## src/rtl/alu_pkg.sv

```systemverilog
// Shared ALU definitions: the subtractor FSM state type and the default datapath width
// used by both the ripple-carry adder and the bit-serial subtractor.
package alu_pkg;
  localparam int DEFAULT_WIDTH = 4;

  typedef enum logic [1:0] {SUB_IDLE, SUB_RUN, SUB_DONE} sub_state_t;
endpackage

```

## src/rtl/serial_subtractor_fs.sv

```systemverilog
// One-bit full-subtractor cell (a - b - bi), the only arithmetic in the serial subtractor.
module full_subtractor (
  input  logic a,
  input  logic b,
  input  logic bi,
  output logic d,
  output logic bo
);
  always_comb begin
    d  = a ^ b ^ bi;
    bo = (~a & b) | (~(a ^ b) & bi);
  end
endmodule

```

## src/rtl/serial_subtractor.sv

```systemverilog
// Bit-serial two's-complement subtractor y = A - B - bin, LSB first, start/done handshake.
// Optional signed-overflow output enabled by defining SERIAL_SUB_OVF_EN.
module serial_subtractor
  import alu_pkg::*;
#(
  parameter int WIDTH = DEFAULT_WIDTH
) (
  input  logic             clk,
  input  logic             rst_n,
  input  logic             start,
  input  logic [WIDTH-1:0] A,
  input  logic [WIDTH-1:0] B,
  input  logic             bin,
  output logic             busy,
  output logic             done,
  output logic [WIDTH-1:0] y,
  output logic             bout
`ifdef SERIAL_SUB_OVF_EN
  ,
  output logic             ovf
`endif
);
  localparam int CW = $clog2(WIDTH + 1);

  sub_state_t       state_q, state_d;
  logic [CW-1:0]    cnt_q;
  logic [WIDTH-1:0] a_q, b_q, ysh_q, y_q;
  logic             br_q, bout_q;
  logic             load, step, finish;
  logic             d_bit, bo_bit;

  full_subtractor u_fs (
    .a  (a_q[0]),
    .b  (b_q[0]),
    .bi (br_q),
    .d  (d_bit),
    .bo (bo_bit)
  );

  // WIDTH shifting cycles, then one more RUN cycle publishes the result on the DONE transition
  always_comb begin
    state_d = state_q;
    busy    = 1'b0;
    done    = 1'b0;
    load    = 1'b0;
    step    = 1'b0;
    finish  = 1'b0;
    case (state_q)
      SUB_IDLE: begin
        if (start) begin
          load    = 1'b1;
          state_d = SUB_RUN;
        end
      end
      SUB_RUN: begin
        busy = 1'b1;
        if (cnt_q == CW'(WIDTH)) begin
          finish  = 1'b1;
          state_d = SUB_DONE;
        end else begin
          step = 1'b1;
        end
      end
      SUB_DONE: begin
        done = 1'b1;
        if (start) begin
          load    = 1'b1;
          state_d = SUB_RUN;
        end else begin
          state_d = SUB_IDLE;
        end
      end
      default: state_d = SUB_IDLE;
    endcase
  end

  always_ff @(posedge clk or negedge rst_n) begin
    if (!rst_n) state_q <= SUB_IDLE;
    else        state_q <= state_d;
  end

  always_ff @(posedge clk or negedge rst_n) begin
    if (!rst_n) begin
      cnt_q  <= '0;
      a_q    <= '0;
      b_q    <= '0;
      br_q   <= 1'b0;
      ysh_q  <= '0;
      y_q    <= '0;
      bout_q <= 1'b0;
    end else begin
      if (load) begin
        cnt_q <= '0;
        a_q   <= A;
        b_q   <= B;
        br_q  <= bin;
      end else if (step) begin
        cnt_q <= cnt_q + 1'b1;
        a_q   <= a_q >> 1;
        b_q   <= b_q >> 1;
        br_q  <= bo_bit;
        ysh_q <= {d_bit, ysh_q[WIDTH-1:1]};
      end
      // y/bout only move here, so partial differences never reach the outputs
      if (finish) begin
        y_q    <= ysh_q;
        bout_q <= br_q;
      end
    end
  end

`ifdef SERIAL_SUB_OVF_EN
  logic a_msb_q, b_msb_q, ovf_q;

  always_ff @(posedge clk or negedge rst_n) begin
    if (!rst_n) begin
      a_msb_q <= 1'b0;
      b_msb_q <= 1'b0;
      ovf_q   <= 1'b0;
    end else begin
      if (load) begin
        a_msb_q <= A[WIDTH-1];
        b_msb_q <= B[WIDTH-1];
      end
      if (finish) ovf_q <= (a_msb_q != b_msb_q) && (ysh_q[WIDTH-1] != a_msb_q);
    end
  end

  assign ovf = ovf_q;
`endif

  assign y    = y_q;
  assign bout = bout_q;
endmodule

```

## config.mk

```make
export PLATFORM = sky130hd
export DESIGN_NAME = serial_subtractor
export DESIGN_NICKNAME = d
export VERILOG_FILES = /design/src/rtl/alu_pkg.sv /design/src/rtl/serial_subtractor_fs.sv /design/src/rtl/serial_subtractor.sv
export SDC_FILE = /design/constraint.sdc
export NUM_CORES = 1
export LEC_CHECK = 0
export ABC_CLOCK_PERIOD_IN_PS = 1600
export CORE_AREA = 2 2 50 52
export CTS_CLUSTER_DIAMETER = 40
export DETAILED_ROUTE_END_ITERATION = 10
export DIE_AREA = 0 0 52 54
export PLACE_DENSITY_LB_ADDON = 0.08
export SYNTH_ARGS = -nofsm -noshare
export SYNTH_HDL_FRONTEND = slang
export SYNTH_SLANG_ARGS = --single-unit
```

## constraint.sdc

```tcl
create_clock -name clk -period 1.6 [get_ports clk]
set_input_delay 0.16 -clock clk [delete_from_list [all_inputs] [get_ports clk]]
set_output_delay 0.16 -clock clk [all_outputs]
set_load 0.05 [all_outputs]
```

== After elaboration in Yosys (flattened, before gate mapping) ==
Index checks and enable logic that the tools add are counted.
Storage, ports and cells
  bits in registers: 23
  output and inout port bits: 7
Cells by class
  add/subtract/negate cells: 1
  eq/ne operators: 5
  muxes and demuxes: 20
  bitwise logic cells: 8
  reductions and logical operators: 5
Operators by type and width (number)
  4-bit 2-to-1 mux: 4
  1-bit 2-to-1 mux: 11
  3-bit 2-to-1 mux: 2
  2-bit one-hot mux with 3 select lines: 1
  2-bit 2-to-1 mux: 2
  2-bit != test (second input constant): 2
  2-bit AND reduction: 2
  3-bit by 1-bit adder with 3-bit output (second input constant): 1
  3-bit equality test (second input constant): 1
  1-bit inverter: 3
  1-bit bitwise AND: 2
  2-bit by 1-bit equality test with 1-bit output (second input constant): 1
  2-bit equality test (second input constant): 1
  2-bit zero test: 1
  2-bit nonzero test: 1
  2-bit OR reduction: 1
  1-bit XOR: 2
  1-bit OR: 1

== Longest topological paths before layout ==
  depth after elaboration: 6
  mapped depth: 5
  mapped depth without buffers: 5

== Modules after synthesis ==
A second synthesis with hierarchy kept.
Second synthesis, totals
  cells, all modules: 88
  area, all modules: 1036.0 sq um
Modules (own cells, without submodules)
  serial_subtractor: instances 1, cells an instance 84, area each 1004.7 sq um
  full_subtractor: instances 1, cells an instance 4, area each 31.3 sq um

== Worst setup path after synthesis ==
Ideal clock, no wire load.
  kind: register -> register
  start point: reg cnt_q[0]
  end point: reg ysh_q[3]
  setup time: 0.128 ns
  data arrival time: 1.252 ns
  path slack: 0.220 ns
  cell stages (with the launch flop): 6
  buffers on the path: 0
  cell sequence: dfrtp_1 inv_1 ha_1 and2_4 nor2_4 mux2_1
On the way
  cells in the longest elaborated chain, start to end: 4
Ends and longest elaborated chain
  from (decl): RTL line serial_subtractor.sv:26  | logic [CW-1:0] cnt_q;
  from (signal assigned): RTL line serial_subtractor.sv:98  | cnt_q <= cnt_q + 1'b1;
  3-bit equality test: RTL line serial_subtractor.sv:57  | if (cnt_q == CW'(WIDTH)) begin
  1-bit 2-to-1 mux: RTL line serial_subtractor.sv:57
  1-bit 2-to-1 mux: RTL line serial_subtractor.sv:48  | case (state_q)
  2-bit AND reduction (no source line)
  to (signal assigned): RTL line serial_subtractor.sv:102  | ysh_q <= {d_bit, ysh_q[WIDTH-1:1]};
  to (decl): RTL line serial_subtractor.sv:27  | logic [WIDTH-1:0] a_q, b_q, ysh_q, y_q;
No other way between the ends.
A chain may end at the register's enable or synchronous reset.

== Worst setup path in the final report ==
  start point: reg cnt_q[0]
  end point: reg bout_q (netlist: bout)
On the way
  cells in the longest elaborated chain, start to end: 3
Ends and longest elaborated chain
  3-bit equality test: RTL line serial_subtractor.sv:57
  1-bit 2-to-1 mux: RTL line serial_subtractor.sv:57
  1-bit 2-to-1 mux: RTL line serial_subtractor.sv:48
  to (signal assigned): RTL line serial_subtractor.sv:107  | bout_q <= br_q;
  to (decl): RTL line serial_subtractor.sv:28  | logic br_q, bout_q;
No other way between the ends.

==> qor.csv <==
metric;value;unit
GR Util All Layers;17.1;%
WP buf/inv;1;
Port Buffers;18;
first-pass GRT wire length;3450;microns
final worst slack;0.189;ns
Tmin final;1.41;ns
Slew Viols, Final;0;
post-synth top area share;52.5;%
First-pass DRT Iterations;4;
Crit-path slowest cell;dfrtp_1;
Post-CTS Hold Fix Bufs;0;
Arr. time, crit path;1.61;ns
Die Y;54;microns
Warnings, synthesis;0;
DP HPWL;1460;microns
Post-Route WL;1930;microns
n_diodes;0;
post-route ant nets;0;
Area Overhead vs Synth;23.9;%
pre-CTS WS;0.210;ns
GP Congestion;0.765;
Fmax;0.708;GHz
relative slew slack;73.6;%
biggest area consumer among synthesized cells;dfrtp_1;
status;completed;
clk sinks;23;
Critical Path Source Type;flip-flop;
cells after synthesis;95;
top cells by area, synth;dfrtp_1 53%, mux2_4 6.8%, nand2_1 6.2%;
dpl cell area;1330;sq um
worst skew pair latency;0.30;ns
CP endpoint;bout;
crit-path max FO;6;
Hold Vio Cnt, Final;0;
design area;1360;sq um
post-cts resize count;0;
CP top delay family;flip-flops;
final setup fails;0;
syn_nets;110;
H-tree depth;1;
number of global-route vias before repair;776;
Worst R2R Start;cnt_q[0];
FF+latch count, synth;23;
power per cell area;2080;nW/um^2
1st-iter DRT viols;3;
CP Data Required Time;1.80;ns
largest net degree at the start of global routing;24;
CTS tree;yes;
Critical Path End Type;flip-flop;
Initial Util;47.2;%
period utilization;88.2;%
Leak Pwr;0.630;nW
Tightest Pin Transition;0.396;ns
CTS Buf Count;3;
critical path, cell by cell;inv_1 > ha_1 > and2_4 > nand2_4 > mux2_4;
syn_area_per_cell;11.5;sq um
Via Count;752;
Core ar.;2320;sq um
final net count;134;
IO Count;19;
# rows;18;
Die Span X;52;microns
Post-Syn Area;1100;sq um
worst reg2reg path depth;5;
CP max stage delay;0.40;ns
sequential element share of the synthesized area;52.5;%
initial antenna violation count;0;
Vias/cell;5.08;
Worst Hold Class;input port to asynchronous set/reset pin;
Max Buffers Root-to-Sink;2;
WP depth;5;
GR Overflow Total;0;
Clock transition at path regs;0.13;ns
worst hold-check slack;0.188;ns
remaining routing DRC violations;0;
WL per Instance;13.0;microns
VDD IR-drop max;0.960;mV
setup TNS;0;ns
final core occ;58.5;%
R2R setup slack;0.19;ns
share of layout cells above drive strength 1;26.3;%
Netlist cell types;26;
Setup Skew;0.00405;ns
fill count;209;
max-cap violation count;0;
die area;2810;sq um
RSZ-0062 raised after global routing;no;
Reg-to-Reg End;bout;
CTS root buf;clkbuf_4;
Post-CTS Setup Inserts;0;
kind of critical path;flip-flop to flip-flop;
crit path launch;cnt_q[0];
==> where the power goes <==
part	switching (mW)	internal [mW]	leakage, nW	total [mW]
sequential	0.175	0.852	0.285	1.03
clock	0.168	0.0931	0.0177	0.261
combinational	0.862	0.668	0.328	1.53
total	1.21	1.61	0.630	2.82
==> Yosys cell counts, drive strengths merged <==
master	n
dfrtp	23
nand2	21
mux2	9
nand3	9
o211ai	7
inv	6
o21ai	4
buf	3
a21oi	2
ha	2
nand2b	2
and2	1
and2b	1
fa	1
mux2i	1
nor2	1
nor2b	1
o311ai	1
==> worst reg2reg max path, delay by kind of cell (launching register included) <==
kind                       cells  cell delay [ns]
and+or+nand+nor                2             0.32
muxes                          1             0.31
DFF                            1             0.40
adders and majority gates      1             0.22
buffers and inverters          1             0.07
==> routing by layer <==
layer	share of wire, %	up-vias	track usage (%)
met5	0	-	0
met4	0.52	0	6.58
met3	3.1	2	3.33
met2	51	12	28.1
met1	46	370	22.5
li1	-	368	-
==> metrics by stage <==
step / total power [mW] / std cells
after floorplan: 2.16 / 95
after global placement: 2.56 / 144
after detailed placement: 2.60 / 144
after CTS: 2.86 / 148
after global routing: 3.06 / 148
final: 2.82 / 148
==> sequential cells by signal, indices dropped and copies added (netlist names) <==
name / count
a_q: 4
b_q: 4
bout: 1
br_q: 1
cnt_q: 3
state_q: 2
y: 4
ysh_q: 4
==> kinds of logic (layout without fill, tap and decap cells) <==
kind of cell             count (synthesis)  after routing  synth area share, %
AO/OA/AOI/OAI                           14             14                 8.33
adder cells (fa/ha/maj)                  3              3                 4.11
multiplexers                            10             10                 11.9
buffers and inverters                    9             32                 4.22
AND/OR/NAND/NOR                         36             36                 19.0
flip-flops                              23             23                 52.5
==> worst min-delay path by stage <==
| stage | from | slack [ns] | end | depth (start not counted) |
|---|---|---|---|---|
| 6_report | rst_n | 0.19 | y[3] | 2 |
| 5_1_grt | rst_n | 0.20 | bout | 2 |
| 4_1_cts | rst_n | 0.19 | bout | 2 |
| 3_5_place_dp | y[2] | 0.50 | y[2] | 1 |
| 3_3_place_gp | bout | 0.50 | bout | 1 |
| 2_1_floorplan | rst_n | -0.14 | a_q[0] | 0 |
==> area by class of cell <==
| class | instances | area (sq um) | share of cell area (%) |
|---|---|---|---|
| clock buffer | 3 | 22.5 | 1.66 |
| timing repair buffer | 22 | 218 | 16.0 |
| tap | 30 | 37.5 | 2.76 |
| multi-input combinational | 63 | 474 | 34.9 |
| clock inverter | 1 | 5.00 | 0.369 |
| sequential | 23 | 576 | 42.4 |
| inverter | 6 | 25.0 | 1.84 |
==> cells in the final DEF (no fill, tap or decap), drive strengths merged <==
master         instances
o21ai                  4
nor2                   1
nor2b                  1
clkinv                 1
mux2                   9
ha                     2
nand2b                 2
mux2i                  1
o311ai                 1
and2                   1
clkdlybuf4s50         11
fa                     1
inv                    6
and2b                  1
dfrtp                 23
o211ai                 7
a21oi                  2
clkbuf                 3
buf                   11
nand2                 21
nand3                  9
Note: power is estimated with default switching activity, not from simulation.
